$ cat config.mk
export PLATFORM = sky130hd
export DESIGN_NAME = instr_mem_loader_flat
export DESIGN_NICKNAME = d
export VERILOG_FILES = /design/src/rtl/instr_mem_loader_if.sv /design/src/rtl/instr_mem_loader.sv /design/src/flat_wrapper.sv
export SDC_FILE = /design/constraint.sdc
export NUM_CORES = 1
export LEC_CHECK = 0
export ABC_CLOCK_PERIOD_IN_PS = 3500
export BUFFER_PORTS_ARGS = -buffer_cell sky130_fd_sc_hd__clkbuf_2
export CORE_MARGIN = 3
export CORE_UTILIZATION = 50
export CTS_CLUSTER_SIZE = 10
export DETAILED_ROUTE_END_ITERATION = 6
export PLACE_DENSITY_LB_ADDON = 0.2
export SYNTH_ARGS = -nofsm -noshare
export SYNTH_HDL_FRONTEND = slang
export SYNTH_SLANG_ARGS = --single-unit
$ cat constraint.sdc
create_clock -name i_clk -period 3.5 [get_ports i_clk]
set_input_delay 0.7 -clock i_clk [delete_from_list [all_inputs] [get_ports i_clk]]
set_output_delay 0.7 -clock i_clk [all_outputs]
set_load 0.02 [all_outputs]
$ cat src/rtl/instr_mem_loader_if.sv
// Boot-loader stream and instruction-memory write bus.
// Handshake: a byte moves on a rising edge where i_byte_valid && o_byte_ready;
// o_byte_ready is registered and depends only on loader state, the source may
// hold i_byte_valid high while ready is low and nothing is consumed; o_we is a
// single-cycle strobe qualifying o_adr/o_wdata.
interface instr_mem_loader_if #(
  parameter int AW = 64
);
  logic          i_byte_valid;
  logic [7:0]    i_byte;
  logic          o_byte_ready;
  logic          o_we;
  logic [AW-1:0] o_adr;
  logic [31:0]   o_wdata;

  // Loader side
  modport slave (
    input  i_byte_valid, i_byte,
    output o_byte_ready, o_we, o_adr, o_wdata
  );

  // Stream source / memory observer side
  modport master (
    output i_byte_valid, i_byte,
    input  o_byte_ready, o_we, o_adr, o_wdata
  );
endinterface

$ cat src/rtl/instr_mem_loader.sv
// Boot-time instruction memory writer. Receives a framed byte stream
// (4-byte little-endian word count, payload, 1-byte XOR checksum of the
// payload), packs payload into little-endian words, writes one word per
// WRITE cycle from BASE_ADR upward and releases the core only after a load
// with a matching checksum.
`ifndef XLEN_64b
`define XLEN_64b 2'd2
`endif
`ifndef TEXT_HI
`define TEXT_HI 32'h0000_0FFF
`endif

module instr_mem_loader #(
  parameter logic [1:0]  XLEN      = `XLEN_64b,
  parameter logic [31:0] BASE_ADR  = 32'h0000_0000,
  parameter int          MAX_WORDS = (`TEXT_HI + 1) >> 2,
  localparam int         AW        = 1 << (XLEN + 4)
) (
  input  logic                i_clk,
  input  logic                i_rst,
  input  logic                i_start,
  instr_mem_loader_if.slave   bus,
  output logic                o_busy,
  output logic                o_done,
  output logic                o_err,
  output logic                o_cpu_hold,
  output logic [31:0]         o_word_cnt,
  output logic [2:0]          o_dbg_state
);

  typedef enum logic [2:0] {
    S_IDLE  = 3'd0,
    S_LEN   = 3'd1,
    S_DATA  = 3'd2,
    S_WRITE = 3'd3,
    S_CSUM  = 3'd4,
    S_DONE  = 3'd5,
    S_ERR   = 3'd6
  } state_t;

  state_t      state, state_nxt;
  logic [1:0]  byte_cnt;
  logic [31:0] len;
  logic [31:0] len_full;
  logic [7:0]  csum;
  logic [31:0] wdata;
  logic [31:0] word_cnt;
  logic [31:0] adr32;
  logic        ready;
  logic        xfer;

  assign xfer        = bus.i_byte_valid && ready;
  // Length word as it stands once the current (4th) byte is merged in
  assign len_full    = {bus.i_byte, len[23:0]};
  assign adr32       = BASE_ADR + {word_cnt[29:0], 2'b00};

  assign bus.o_byte_ready = ready;
  assign bus.o_wdata      = wdata;
  assign bus.o_adr        = AW'(adr32);
  assign o_word_cnt       = word_cnt;
  assign o_dbg_state      = state;

  // Next-state decode
  always_comb begin
    state_nxt = state;
    case (state)
      S_IDLE, S_DONE, S_ERR: begin
        if (i_start) state_nxt = S_LEN;
      end
      S_LEN: begin
        if (xfer && byte_cnt == 2'd3) begin
          if (len_full == 32'd0)                  state_nxt = S_CSUM;
          else if (len_full > 32'(MAX_WORDS))     state_nxt = S_ERR;
          else                                    state_nxt = S_DATA;
        end
      end
      S_DATA: begin
        if (xfer && byte_cnt == 2'd3) state_nxt = S_WRITE;
      end
      S_WRITE: begin
        state_nxt = (word_cnt + 32'd1 == len) ? S_CSUM : S_DATA;
      end
      S_CSUM: begin
        if (xfer) state_nxt = (bus.i_byte == csum) ? S_DONE : S_ERR;
      end
      default: state_nxt = S_IDLE;
    endcase
  end

  // State register, registered status outputs and datapath
  always_ff @(posedge i_clk) begin
    if (i_rst) begin
      state      <= S_IDLE;
      ready      <= 1'b0;
      bus.o_we   <= 1'b0;
      o_busy     <= 1'b0;
      o_done     <= 1'b0;
      o_err      <= 1'b0;
      o_cpu_hold <= 1'b1;
      byte_cnt   <= 2'd0;
      len        <= 32'd0;
      csum       <= 8'd0;
      wdata      <= 32'd0;
      word_cnt   <= 32'd0;
    end else begin
      state      <= state_nxt;
      // Outputs are decoded from the next state so they line up with it
      ready      <= (state_nxt == S_LEN) || (state_nxt == S_DATA) ||
                    (state_nxt == S_CSUM);
      bus.o_we   <= (state_nxt == S_WRITE);
      o_busy     <= (state_nxt == S_LEN) || (state_nxt == S_DATA) ||
                    (state_nxt == S_WRITE) || (state_nxt == S_CSUM);
      o_done     <= (state_nxt == S_DONE);
      o_err      <= (state_nxt == S_ERR);
      o_cpu_hold <= (state_nxt != S_DONE);

      case (state)
        S_IDLE, S_DONE, S_ERR: begin
          if (i_start) begin
            byte_cnt <= 2'd0;
            csum     <= 8'd0;
            word_cnt <= 32'd0;
            len      <= 32'd0;
          end
        end
        S_LEN: begin
          if (xfer) begin
            len[8*byte_cnt +: 8] <= bus.i_byte;
            byte_cnt             <= byte_cnt + 2'd1;
          end
        end
        S_DATA: begin
          if (xfer) begin
            wdata[8*byte_cnt +: 8] <= bus.i_byte;
            csum                   <= csum ^ bus.i_byte;
            byte_cnt               <= byte_cnt + 2'd1;
          end
        end
        S_WRITE: begin
          word_cnt <= word_cnt + 32'd1;
        end
        default: ;
      endcase
    end
  end

endmodule

$ cat src/flat_wrapper.sv
// flat-port wrapper written by rule: the top's interface ports become plain ports
module instr_mem_loader_flat 
#(
  parameter logic [1:0]  XLEN      = `XLEN_64b,
  parameter logic [31:0] BASE_ADR  = 32'h0000_0000,
  parameter int          MAX_WORDS = (`TEXT_HI + 1) >> 2,
  localparam int         AW        = 1 << (XLEN + 4)
)
  (i_clk, i_rst, i_start, o_busy, o_done, o_err, o_cpu_hold, o_word_cnt, o_dbg_state, bus_i_byte_valid, bus_i_byte, bus_o_byte_ready, bus_o_we, bus_o_adr, bus_o_wdata);
  instr_mem_loader_if #(.AW((64))) bus_i ();
  input  logic i_clk;
  input  logic i_rst;
  input  logic i_start;
  output logic o_busy;
  output logic o_done;
  output logic o_err;
  output logic o_cpu_hold;
  output logic [31:0] o_word_cnt;
  output logic [2:0] o_dbg_state;
  input wire logic [$bits(bus_i.i_byte_valid)-1:0] bus_i_byte_valid;
  input wire logic [$bits(bus_i.i_byte)-1:0] bus_i_byte;
  output wire logic [$bits(bus_i.o_byte_ready)-1:0] bus_o_byte_ready;
  output wire logic [$bits(bus_i.o_we)-1:0] bus_o_we;
  output wire logic [$bits(bus_i.o_adr)-1:0] bus_o_adr;
  output wire logic [$bits(bus_i.o_wdata)-1:0] bus_o_wdata;
  assign bus_i.i_byte_valid = bus_i_byte_valid;
  assign bus_i.i_byte = bus_i_byte;
  assign bus_o_byte_ready = bus_i.o_byte_ready;
  assign bus_o_we = bus_i.o_we;
  assign bus_o_adr = bus_i.o_adr;
  assign bus_o_wdata = bus_i.o_wdata;
  instr_mem_loader #(.XLEN(XLEN), .BASE_ADR(BASE_ADR), .MAX_WORDS(MAX_WORDS)) u_core (.i_clk(i_clk), .i_rst(i_rst), .i_start(i_start), .bus(bus_i), .o_busy(o_busy), .o_done(o_done), .o_err(o_err), .o_cpu_hold(o_cpu_hold), .o_word_cnt(o_word_cnt), .o_dbg_state(o_dbg_state));
endmodule
After elaboration in Yosys (flattened, before gate mapping)
Index checks and enable logic that the tools add are counted.

word-level totals
  register bits after elaboration = 115
  logic and storage cells = 79

operators by class
  magnitude comparators = 1
  muxes and demuxes = 21
  bitwise operators = 1
  add/subtract/negate cells = 3
  reductions and logical operators = 19
  equal/unequal tests = 20
  shift operators = 2

operator list
  kind                       number
  $pmux W32 S2               2
  $bwmux W32                 2
  $mux W32                   2
  $neg A5 Y34                1
  $shift A8 B34 Y32 const A  1
  $shiftx A8 B34 Y32         1
  $add A32 B1 Y32 const B    1
  $eq A32 B32 Y1             1
  $gt A32 B11 Y1 const B     1
  $logic_not A32 Y1          1
  $mux W3                    7
  $eq A3 B3 Y1 const B       6
  $mux W8                    2
  $pmux W8 S2                1
  $pmux W3 S5                1
  $eq A3 B2 Y1 const B       4
  $reduce_and A3 Y1          3
  $eq A8 B8 Y1               1
  $reduce_bool A2 Y1         4
  $xor A8 B8 Y8              1
  $eq A3 B1 Y1 const B       2
  $mux W2                    3
  $ne A2 B1 Y1 const B       3
  $logic_or A1 B1 Y1         4
  other kinds (10)           12

Longest topological paths before layout
Gate-level depths: netlist of the first run.

  depth in word-level cells = 9
  mapped depth = 10

Worst setup path before layout of the first run
Ideal clock, no wire load.

  kind = flip-flop to flip-flop
  start point = register u_core.word_cnt[0], in the netlist u_core.o_word_cnt[0]
  end point = register u_core.o_done
  setup time = 0.060 ns
  arrival = 3.410 ns
  path slack = 0.030 ns
  stages on the path, launching flop included = 10
  period minus slack after synthesis = 3.470 ns
  cells stage by stage = dfxtp_1 -> ha_1 -> nand3_1 -> nor4_2 -> o211a_1 -> nor2_1 -> or4_1 -> or4_4 -> o41ai_4 -> and2_1

between the ends
  longest elaborated chain between the ends = 5

RTL lines
  what                      RTL line                 RTL
  start: declaration        instr_mem_loader.sv:47   logic [31:0] word_cnt;
  start signal: assignment  instr_mem_loader.sv:140  word_cnt <= word_cnt + 32'd1;
  $add A32 B1 Y32           instr_mem_loader.sv:81   state_nxt = (word_cnt + 32'd1 == len) ? S_CSUM : S_DATA;
  $eq A32 B32 Y1            instr_mem_loader.sv:81
  $mux W3                   instr_mem_loader.sv:81
  $pmux W3 S5               instr_mem_loader.sv:66   case (state)
  $eq A3 B3 Y1              instr_mem_loader.sv:113  o_done <= (state_nxt == S_DONE);
  end signal: assignment    instr_mem_loader.sv:113
  end: declaration          instr_mem_loader.sv:24   output logic o_done,

Every way passes these cells.
A chain may end at the register's enable or synchronous reset.

Final worst setup path of the first run
  start point = register u_core.word_cnt[1], in the netlist u_core.o_word_cnt[1]
  end point = register u_core.o_done

The elaborated chain is that of the path after synthesis.

==> results of run 1 <==
==> report_power, final <==
group | total, µW | internal, µW | switching, µW | leakage (µW)
Sequential | 1320 | 1310 | 8.92 | 0.000927
Combinational | 184 | 45.1 | 139 | 0.00195
Clock | 1810 | 1140 | 670 | 0.000282
==> repair_timing <==
item	4_1_cts	5_1_grt
resized for setup	0	3
setup endpoints to repair	0	6
hold buffers	0	0
hold endpoints to repair	0	0
==> flip-flops by register name (all words and copies together) (netlist names) <==
register,count
u_core.o_word_cnt,32
u_core.len,32
u_core.o_dbg_state,3
u_core.o_err,1
u_core.o_cpu_hold,1
u_core.byte_cnt,2
u_core.o_busy,1
u_core.bus.o_byte_ready,1
u_core.bus.o_wdata,32
u_core.csum,8
u_core.o_done,1
u_core.bus.o_we,1
==> worst max path at each step <==
stage | depth (start not counted) | to | startpoint | slack [ns]
3_3_place_gp | 9 | u_core.o_dbg_state[1] | u_core.o_word_cnt[1] | 0.26
3_5_place_dp | 9 | u_core.o_done | u_core.o_word_cnt[1] | 0.17
4_1_cts | 9 | u_core.o_done | u_core.o_word_cnt[1] | 0.13
5_1_grt | 8 | u_core.o_done | u_core.o_word_cnt[1] | 0.01
2_1_floorplan | 9 | u_core.o_done | u_core.o_word_cnt[0] | 0.03
6_report | 8 | u_core.o_done | u_core.o_word_cnt[1] | 0.19
==> cells in the mapped netlist, types with 7 or more instances <==
| cell type | number | area share [%] |
|---|---|---|
| sky130_fd_sc_hd__a21oi_1 | 65 | 4.9 |
| sky130_fd_sc_hd__a22oi_1 | 44 | 5.0 |
| sky130_fd_sc_hd__a311oi_1 | 12 | 1.6 |
| sky130_fd_sc_hd__a31oi_1 | 9 | 0.85 |
| sky130_fd_sc_hd__and3_1 | 9 | 0.85 |
| sky130_fd_sc_hd__buf_4 | 65 | 7.4 |
| sky130_fd_sc_hd__clkbuf_1 | 54 | 3.1 |
| sky130_fd_sc_hd__dfxtp_1 | 115 | 35 |
| sky130_fd_sc_hd__inv_1 | 8 | 0.45 |
| sky130_fd_sc_hd__nand2_1 | 71 | 4.0 |
| sky130_fd_sc_hd__nand3_1 | 41 | 3.1 |
| sky130_fd_sc_hd__nand3b_1 | 7 | 0.79 |
| sky130_fd_sc_hd__nand4_1 | 13 | 1.2 |
| sky130_fd_sc_hd__nor2_1 | 107 | 6.1 |
| sky130_fd_sc_hd__nor3_1 | 20 | 1.5 |
| sky130_fd_sc_hd__nor4_1 | 13 | 1.2 |
| sky130_fd_sc_hd__o21ai_0 | 43 | 3.2 |
| sky130_fd_sc_hd__or4_1 | 8 | 0.91 |
| sky130_fd_sc_hd__xnor2_1 | 24 | 3.2 |
| sky130_fd_sc_hd__xor2_1 | 28 | 3.7 |
==> per-layer routing <==
layer / up-vias / routed length, µm / share of wire, %
li1: 3095 / - / -
met1: 3025 / 8530 / 46
met2: 235 / 8440 / 46
met3: 25 / 1220 / 6.6
met4: 0 / 245 / 1.3
met5: - / 0 / 0
==> area by class of cell <==
class	instances	area share, %
well taps	172	2.79
flip-flops and latches	115	29.8
inverters	8	0.389
repair buffers	151	11.0
clock inverters	14	2.32
multi-input cells	636	48.0
clock buffers	18	5.69
==> cell families after synthesis <==
group           after synthesis  share of synthesized area, %
compound gates              206                          19.9
xor+xnor                     52                          6.86
fa+ha+maj                     6                          1.13
buf+inv                     135                          11.4
flops                       115                          34.7
mux                           4                         0.660
other cells                   1                        0.0565
simple gates                334                          25.3
==> worst max-delay path, delay by kind of cell (launching register included) <==
| kind | cells | cell delay, ns |
|---|---|---|
| flip-flops | 1 | 0.43 |
| AND/OR/NAND/NOR | 6 | 2.35 |
| XOR/XNOR | 1 | 0.12 |
| AO/OA/AOI/OAI | 1 | 0.35 |
==> metrics by stage <==
step	cell area (µm²)	utilization (%)	hold slack (ns)
4_1_cts	7720	60.4	0.455
6_report	7720	60.4	0.450
3_3_place_gp	7100	55.6	0.439
3_5_place_dp	7100	55.6	0.445
5_1_grt	7720	60.4	0.469
2_1_floorplan	6760	-	0.451
==> out/results.ini, run 1 <==
[run_status]
run_status = completed

[clock_network]
clk_transition_reported_paths_ns = 0.06
htree_num_levels = 4
cts_root_buf = sky130_fd_sc_hd__clkbuf_16
cts-buffers-inserted = 17
cts.sinks = 115
post_cts_buffers = 0
clock_latency_ns = 0.42
cts_max_path_buffers = 2
cts_tree = done

[logic_synthesis]
yosysWarnings = 0
post_synth_num_cell_types = 63
synth_async_sr_flop_share_pct = 0
yosysSeqAreaShare_pct = 34.7
avgSynthCellArea_um2 = 7.78
synth_enable_flop_cells = 0
synthFlopType = sky130_fd_sc_hd__dfxtp_1
synthesis.area_um2 = 6640
yosys_register_bits = 115
synthCells = 853

[global_route]
grtUsageMet1_pct = 33.9
grt_antenna_before_repair = 0
global_route_wire_length_before_repair_um = 28700
grt_overflow_total = 0
track_usage_pct = 24.4
gr-usage-met2_pct = 38.0
globalRouteMet3Util_pct = 6.01
grt_pass1_vias = 5572
busiest_layer_in_global_routing = met2
pin_count_of_the_biggest_net_entering_global_routing = 67

[die]
initial_core_utilization_pct = 51.9
die_y_um = 121
die_width_um = 121
design.portCount = 149
floorplan.rows = 41
placeableCoreArea_um2 = 12800
die_footprint_um2 = 14700

[layout]
final_cell_mix = sky130_fd_sc_hd__dfxtp_1 (115), sky130_fd_sc_hd__clkbuf_2 (113), sky130_fd_sc_hd__nor2_1 (107)
nets = 947
seqCellArea_um2 = 2300
syn_to_final_growth_pct = 16.4
final_layout_size_suffix_gt1_share_pct = 21.4
area_taken_by_multi_input_logic_gates_um2 = 3700
nFillCells = 1197
diodes = 0
final-instance-count-excl-fill = 1114
layout_commonest_cell = sky130_fd_sc_hd__dfxtp_1

[timing]
fin_ws_ns = 0.186
worstMarginPinSlew_ns = 0.801
relSlewSlack_pct = 46.6
clock_skew_ns = 0.00805
final_period_minus_worst_setup_slack_ns = 3.31
final_min_period_over_clock_period_pct = 94.7
final_max_slew_viol_count = 0
timing.final.hold_violations = 0
setup_viol = 0
fmax_ghz = 0.302
final_tns_setup_ns = 0
grt_setup_unrepaired = false

[worst_setup_path]
rr_endpoint = u_core.o_done
crit_type = reg -> reg
critical_path_arrival_ns = 3.68
setup.worst_path.start_class = register
crit-reg2reg-launch = u_core.o_word_cnt[1]
worst_path_largest_cell_delay_ns = 0.62
worstPathCellList = nand3_2 -> or4_4 -> nor4_4 -> xnor2_1 -> or4_1 -> or4_4 -> o41ai_4 -> and2_1
r2r_slack_ns = 0.19
critical_path.max_fanout = 7
critPathCaptureType = register
cpMaxStageDelayCell = sky130_fd_sc_hd__or4_4
worst-endpoint-required_ns = 3.86
r2r_cells = 8
critPathMostFrequentCell = sky130_fd_sc_hd__or4_4

[drt]
initialDrtViolationCount = 518
wire_per_inst_um = 16.5
via_to_cell_ratio = 5.73
ant_nets = 0
drc = 0
drt_wl_total_um = 18400
route.vias.total = 6380
drt-pass1-iter-count = 6

[pwr]
cellLeakagePower_uw = 0.00316
power_uw = 3320
p_per_area_nw_per_um2 = 430
vdd_drop_max_v = 0.000341

[job]
maxCapViolCount = 0

[min_path]
min_delay_path_depth = 2
hold_start = u_core.bus.o_wdata[10]
min_path_type = reg -> reg
hold-path-endpoint = u_core.bus.o_wdata[10]

[place]
place_hpwl_um = 12500
buffer_ports.inserted = 114
gp_routability_congestion = 0.877
place_inst = 1082
pre_cts_slack_ns = 0.166

(Power assumes the default switching activity.)
==> inputs of run 2 (changes only) <==
CORE_ASPECT_RATIO = 1.2   (was unset)
==> run 2 against run 1 <==
- global-route usage is 0.55 points higher
- core utilization shrank 0.61 points
- power is 1.2% lower
- die area about the same
- combinational power about the same
- highest routed layer unchanged
- sequential power about the same
- first-iteration DRC count increased by 15%
- critical path type unchanged
- clock skew is 0.0030 ns higher
==> out/results.ini, run 2 (synthesized netlist as in run 1, its figures left out) <==
[global_route]
pin_count_of_the_biggest_net_entering_global_routing = 59  ; -12%
grt_pass1_vias = 5747  ; +3.1%
track_usage_pct = 25.0  ; +0.55 points
grt_antenna_before_repair = 0  ; unchanged
grt_overflow_total = 0  ; unchanged
global_route_wire_length_before_repair_um = 30200  ; +5.2%

[worst_setup_path]
cpMaxStageDelayCell = sky130_fd_sc_hd__or4_4
setup.worst_path.start_class = register
worstPathCellList = nand3_2 -> or4_4 -> nor4_4 -> xnor2_1 -> or4_1 -> or4_4 -> o41ai_4 -> and2_1
critPathCaptureType = register
critPathMostFrequentCell = sky130_fd_sc_hd__or4_4
worst-endpoint-required_ns = 3.86  ; about the same
critical_path.max_fanout = 7  ; unchanged
critical_path_arrival_ns = 3.60  ; -0.08 ns
worst_path_largest_cell_delay_ns = 0.62  ; about the same
crit_type = reg -> reg

[timing]
clock_skew_ns = 0.0111  ; +0.00303 ns
grt_setup_unrepaired = false
setup_viol = 0  ; unchanged
final_period_minus_worst_setup_slack_ns = 3.23  ; -0.0812 ns
final_min_period_over_clock_period_pct = 92.4  ; -2.3 points
final_max_slew_viol_count = 0  ; unchanged
final_tns_setup_ns = 0  ; unchanged
worstMarginPinSlew_ns = 0.713  ; -0.0882 ns
timing.final.hold_violations = 0  ; unchanged
relSlewSlack_pct = 52.5  ; +5.9 points
fmax_ghz = 0.309  ; +2.5%
fin_hold_ws_ns = 0.449  ; -0.000411 ns

[layout]
final_cell_mix = sky130_fd_sc_hd__dfxtp_1 (114), sky130_fd_sc_hd__clkbuf_2 (113), sky130_fd_sc_hd__nor2_1 (107)
area_taken_by_multi_input_logic_gates_um2 = 3700  ; -0.13%
final_core_util_pct = 59.8  ; -0.61 points
syn_to_final_growth_pct = 15.8
post-route-cell-area_um2 = 7680  ; -0.52%
layout_commonest_cell = sky130_fd_sc_hd__dfxtp_1
final_layout_size_suffix_gt1_share_pct = 21.2  ; -0.27 points
nFillCells = 1214  ; +1.4%
nets = 946  ; -0.11%
diodes = 0  ; unchanged
seqCellArea_um2 = 2300  ; about the same

[min_path]
min_path_type = reg -> reg

[clock_network]
cts_tree = done
cts.sinks = 115  ; unchanged
htree_num_levels = 4  ; unchanged
post_cts_buffers = 0  ; unchanged
clock_latency_ns = 0.42  ; about the same
cts_max_path_buffers = 2  ; unchanged
clk_transition_reported_paths_ns = 0.06  ; about the same
cts_root_buf = sky130_fd_sc_hd__clkbuf_16
cts-buffers-inserted = 17  ; unchanged

[pwr]
vdd_drop_max_v = 0.000284  ; -17%
cellLeakagePower_uw = 0.00316  ; -0.14%
p_per_area_nw_per_um2 = 428  ; -0.64%

[drt]
ant_nets = 0  ; unchanged
route.vias.total = 6342  ; -0.60%
via_to_cell_ratio = 5.74  ; +0.30%
wire_per_inst_um = 16.8  ; +1.7%
drt-pass1-iter-count = 5  ; -1
drt_wl_total_um = 18600  ; +0.74%
initialDrtViolationCount = 598  ; +15%
drc = 0  ; unchanged

[die]
die_footprint_um2 = 14700  ; about the same
die_width_um = 111  ; -8.3%
placeableCoreArea_um2 = 12800  ; +0.50%
design.portCount = 149  ; unchanged
die_y_um = 132  ; +9.1%
floorplan.rows = 45  ; +9.8%
initial_core_utilization_pct = 51.7  ; -0.26 points

[job]
maxCapViolCount = 0  ; unchanged

[place]
buffer_ports.inserted = 114  ; unchanged
placement.cell_area_um2 = 7080  ; -0.25%
gp_routability_congestion = 0.942  ; +7.4%
place_hpwl_um = 12700  ; +1.7%

[run_status]
run_status = completed

==> run 2: cell types whose count changed in the layout (fill, tap and decap cells not counted), sizes merged <==
cell / change
clkinvlp: -2
buf: -1
clkbuf: +1
clkinv: +1
inv: -1
==> run 2: power breakdown <==
group / internal, µW / leakage, µW / switching (µW)
registers: 1310 / 0.000927 / 8.95
logic: 44.4 / 0.00195 / 140
clock network: 1140 / 0.000282 / 640
==> run 2: worst max-delay path, delay by kind of cell, from the launching register on <==
kind            cells  cell delay, ns
xor+xnor            1            0.09
flops               1            0.43
simple gates        6            2.33
compound gates      1            0.34
==> run 2: final cells by class <==
class	count	share of cell area, %
Clock inverter	12	2.04
Timing Repair Buffer	150	11.0
Sequential cell	115	30.0
Clock buffer	19	5.77
Multi-Input combinational cell	636	48.2
Tap cell	164	2.67
Inverter	8	0.391
==> run 2: routing by layer <==
metal	up-vias	global-route usage [%]	part of all wire, %
met3	25	5.14	6.5
met4	0	8.52	1.7
met2	270	41.1	48
met5	-	0	0
met1	2957	32.7	44
li1	3090	-	-
==> run 2: worst paths after layout <==
check	from	to	slack, ns	cells past startpoint
setup / recovery	u_core.o_word_cnt[1]	u_core.o_done	0.27	8
hold / removal	u_core.bus.o_wdata[30]	u_core.bus.o_wdata[30]	0.45	2
setup reg to reg	u_core.o_word_cnt[1]	u_core.o_done	0.27	8
hold reg to reg	u_core.bus.o_wdata[30]	u_core.bus.o_wdata[30]	0.45	2
==> run 2: stage by stage <==
step | setup slack (ns) | instances | power, µW
finish | 0.267 | 1104 | 3280
global route | 0.00155 | 1104 | 3390
CTS | 0.249 | 1104 | 3300
detailed placement | 0.266 | 1073 | 1530
global placement | 0.344 | 1073 | 1530
floorplan | 0.0304 | 886 | 1510
==> run 2: what timing repair did <==
| action | in CTS | in global routing |
|---|---|---|
| resized for setup | 0 | 1 |
| setup endpoints to repair | 0 | 4 |
| hold buffers | 0 | 0 |
==> inputs of run 3 (changes only) <==
GPL_TIMING_DRIVEN = 0   (was unset)
==> run 3 against run 2 <==
- count of clock-buffer cells in the layout fell by 2
- worst setup slack got worse by 0.12 ns
- largest cell class unchanged
- hold slack barely moved
- largest power group unchanged
==> out/results.ini, run 3 (synthesized netlist as in run 1, its figures left out) <==
[run_status]
run_status = completed

[clock_network]
cts_root_buf = sky130_fd_sc_hd__clkbuf_16
clk_transition_reported_paths_ns = 0.06  ; about the same
holdBufCountCts = 0  ; unchanged
cts_max_path_buffers = 2  ; unchanged
clock_latency_ns = 0.42  ; about the same
htree_num_levels = 4  ; unchanged
cts.sinks = 115  ; unchanged
cts-buffers-inserted = 17  ; unchanged
cts_tree = done

[die]
design.portCount = 149  ; unchanged
floorplan.rows = 45  ; unchanged
die_footprint_um2 = 14700  ; unchanged
die_width_um = 111  ; unchanged
placeableCoreArea_um2 = 12800  ; unchanged
initial_core_utilization_pct = 51.7  ; unchanged
die_y_um = 132  ; unchanged

[pwr]
vdd_drop_max_v = 0.000322  ; +13%
power_uw = 3310  ; +0.75%
p_per_area_nw_per_um2 = 403  ; -5.8%
cellLeakagePower_uw = 0.00344  ; +9.1%

[worst_setup_path]
path_buf_inv = 1  ; +1
rr_endpoint = u_core.o_done
worstPathCellList = clkbuf_4 -> nand4_1 -> or4_4 -> nor4_4 -> xnor2_1 -> or4_1 -> or4_4 -> o41ai_4 -> and2_1
worst_setup_path_startpoint = u_core.o_word_cnt[14]
path_delay_family = simple AND/OR/NAND/NOR gates
r2r_cells = 9  ; +1
critical_path.max_fanout = 10  ; +3
crit-reg2reg-launch = u_core.o_word_cnt[14]
worst-endpoint-required_ns = 3.86  ; about the same
critPathMostFrequentCell = sky130_fd_sc_hd__or4_4
r2r_slack_ns = 0.15  ; -0.12 ns
critPathCaptureType = register
cp-endpoint = u_core.o_done
setup.worst_path.start_class = register
cpMaxStageDelayCell = sky130_fd_sc_hd__or4_4
crit_type = reg -> reg
worst_path_largest_cell_delay_ns = 0.61  ; about the same
critical_path_depth = 9  ; +1
critical_path_arrival_ns = 3.72  ; +0.12 ns

[place]
buffer_ports.inserted = 113  ; -0.88%
place_hpwl_um = 14000  ; +10%
gp_routability_congestion = 0.921  ; -2.3%
pre_cts_slack_ns = -0.438  ; -0.703 ns

[global_route]
pin_count_of_the_biggest_net_entering_global_routing = 17  ; -71%
grt_pass1_vias = 6202  ; +7.9%
grt_antenna_before_repair = 0  ; unchanged
global_route_wire_length_before_repair_um = 31600  ; +4.8%
track_usage_pct = 26.4  ; +1.4 points
grt_overflow_total = 0  ; unchanged

[drt]
ant_nets = 0  ; unchanged
initialDrtViolationCount = 589  ; -1.5%
route.vias.total = 6789  ; +7.0%
drt-pass1-iter-count = 6  ; +1
drt_wl_total_um = 20000  ; +7.7%
drc = 0  ; unchanged
via_to_cell_ratio = 5.67  ; -1.3%
wire_per_inst_um = 16.7  ; -0.65%

[layout]
layout_commonest_cell = sky130_fd_sc_hd__clkbuf_2
syn_to_final_growth_pct = 23.9
nFillCells = 1166  ; -4.0%
area_taken_by_multi_input_logic_gates_um2 = 3750  ; +1.4%
final_cell_mix = sky130_fd_sc_hd__clkbuf_2 (113), sky130_fd_sc_hd__dfxtp_1 (109), sky130_fd_sc_hd__nor2_1 (106)
final_layout_size_suffix_gt1_share_pct = 24.1  ; +2.9 points
seqCellArea_um2 = 2310  ; +0.27%
nets = 1038  ; +9.7%
diodes = 0  ; unchanged

[timing]
timing.final.hold_violations = 0  ; unchanged
fin_ws_ns = 0.145  ; -0.122 ns
final_min_period_over_clock_period_pct = 95.9  ; +3.5 points
worstMarginPinSlew_ns = 1.07  ; +0.354 ns
clock_skew_ns = 0.00661  ; -0.00447 ns
relSlewSlack_pct = 28.3  ; -24 points
final_max_slew_viol_count = 0  ; unchanged
final_period_minus_worst_setup_slack_ns = 3.35  ; +0.122 ns
setup_viol = 0  ; unchanged
grt_setup_unrepaired = false
fmax_ghz = 0.298  ; -3.6%

[job]
maxCapViolCount = 0  ; unchanged

[min_path]
min_path_type = reg -> reg

==> run 3: cell count changes in the layout (fill, tap and decap cells not counted), sizes merged <==
| cell | previous run | this run |
|---|---|---|
| bufinv | 3 | 2 |
| clkbuf | 132 | 185 |
| clkinvlp | 4 | 2 |
| clkinv | 3 | 5 |
| inv | 10 | 14 |
| buf | 37 | 74 |
==> run 3: tightest hold or removal path, stage by stage (launching register included) <==
cell	delay, ns
sky130_fd_sc_hd__dfxtp_1	0.31
sky130_fd_sc_hd__nand2_1	0.05
sky130_fd_sc_hd__a21oi_1	0.05
==> run 3: how the worst min path moves through the flow <==
stage	slack, ns	depth (start not counted)	to	start
floorplan	0.45	2	u_core.csum[3]	u_core.csum[3]
global placement	0.44	2	u_core.bus.o_wdata[13]	u_core.bus.o_wdata[13]
detailed placement	0.44	2	u_core.bus.o_wdata[14]	u_core.bus.o_wdata[14]
CTS	0.45	2	u_core.bus.o_wdata[30]	u_core.bus.o_wdata[30]
global route	0.47	2	u_core.bus.o_wdata[15]	u_core.bus.o_wdata[15]
finish	0.45	2	u_core.bus.o_wdata[30]	u_core.bus.o_wdata[30]
==> run 3: what timing repair did <==
action / CTS / global route
setup buffers: 0 / 3
setup endpoints to repair: 6 / 6
gates cloned: 0 / 0
gates resized for setup: 7 / 18
pin swaps: 1 / 5
endpoints found under the hold margin: 0 / 0
==> run 3: cell type report <==
type	instances	area share (%)
multi-input combinational	636	45.6
sequential	115	28.1
buffer	126	8.94
timing repair buffer	116	7.16
clock buffer	17	5.18
tap	164	2.50
clock inverter	15	2.12
inverter	8	0.365
==> run 3: where the power goes <==
part           internal (µW)  switching, µW
sequential              1310           6.20
combinational           67.9            156
clock                   1070            697
==> run 3: metal layers <==
| layer | track usage, % | wire (µm) | up-vias |
|---|---|---|---|
| li1 | - | - | 3284 |
| met1 | 32.0 | 8070 | 3125 |
| met2 | 45.2 | 9880 | 324 |
| met3 | 5.19 | 1480 | 56 |
| met4 | 11.7 | 577 | 0 |
| met5 | 0 | 0 | - |
==> run 3: per-stage QoR <==
| step | hold WS (ns) | util (%) | instances | TNS, ns | cell area [µm²] |
|---|---|---|---|---|---|
| floorplan | 0.451 | - | 886 | 0 | 6760 |
| global placement | 0.441 | 58.7 | 1163 | -1.94 | 7530 |
| detailed placement | 0.445 | 58.7 | 1163 | -2.14 | 7530 |
| CTS | 0.454 | 63.5 | 1195 | 0 | 8150 |
| global route | 0.470 | 64.0 | 1197 | 0 | 8220 |
| finish | 0.450 | 64.0 | 1197 | 0 | 8220 |
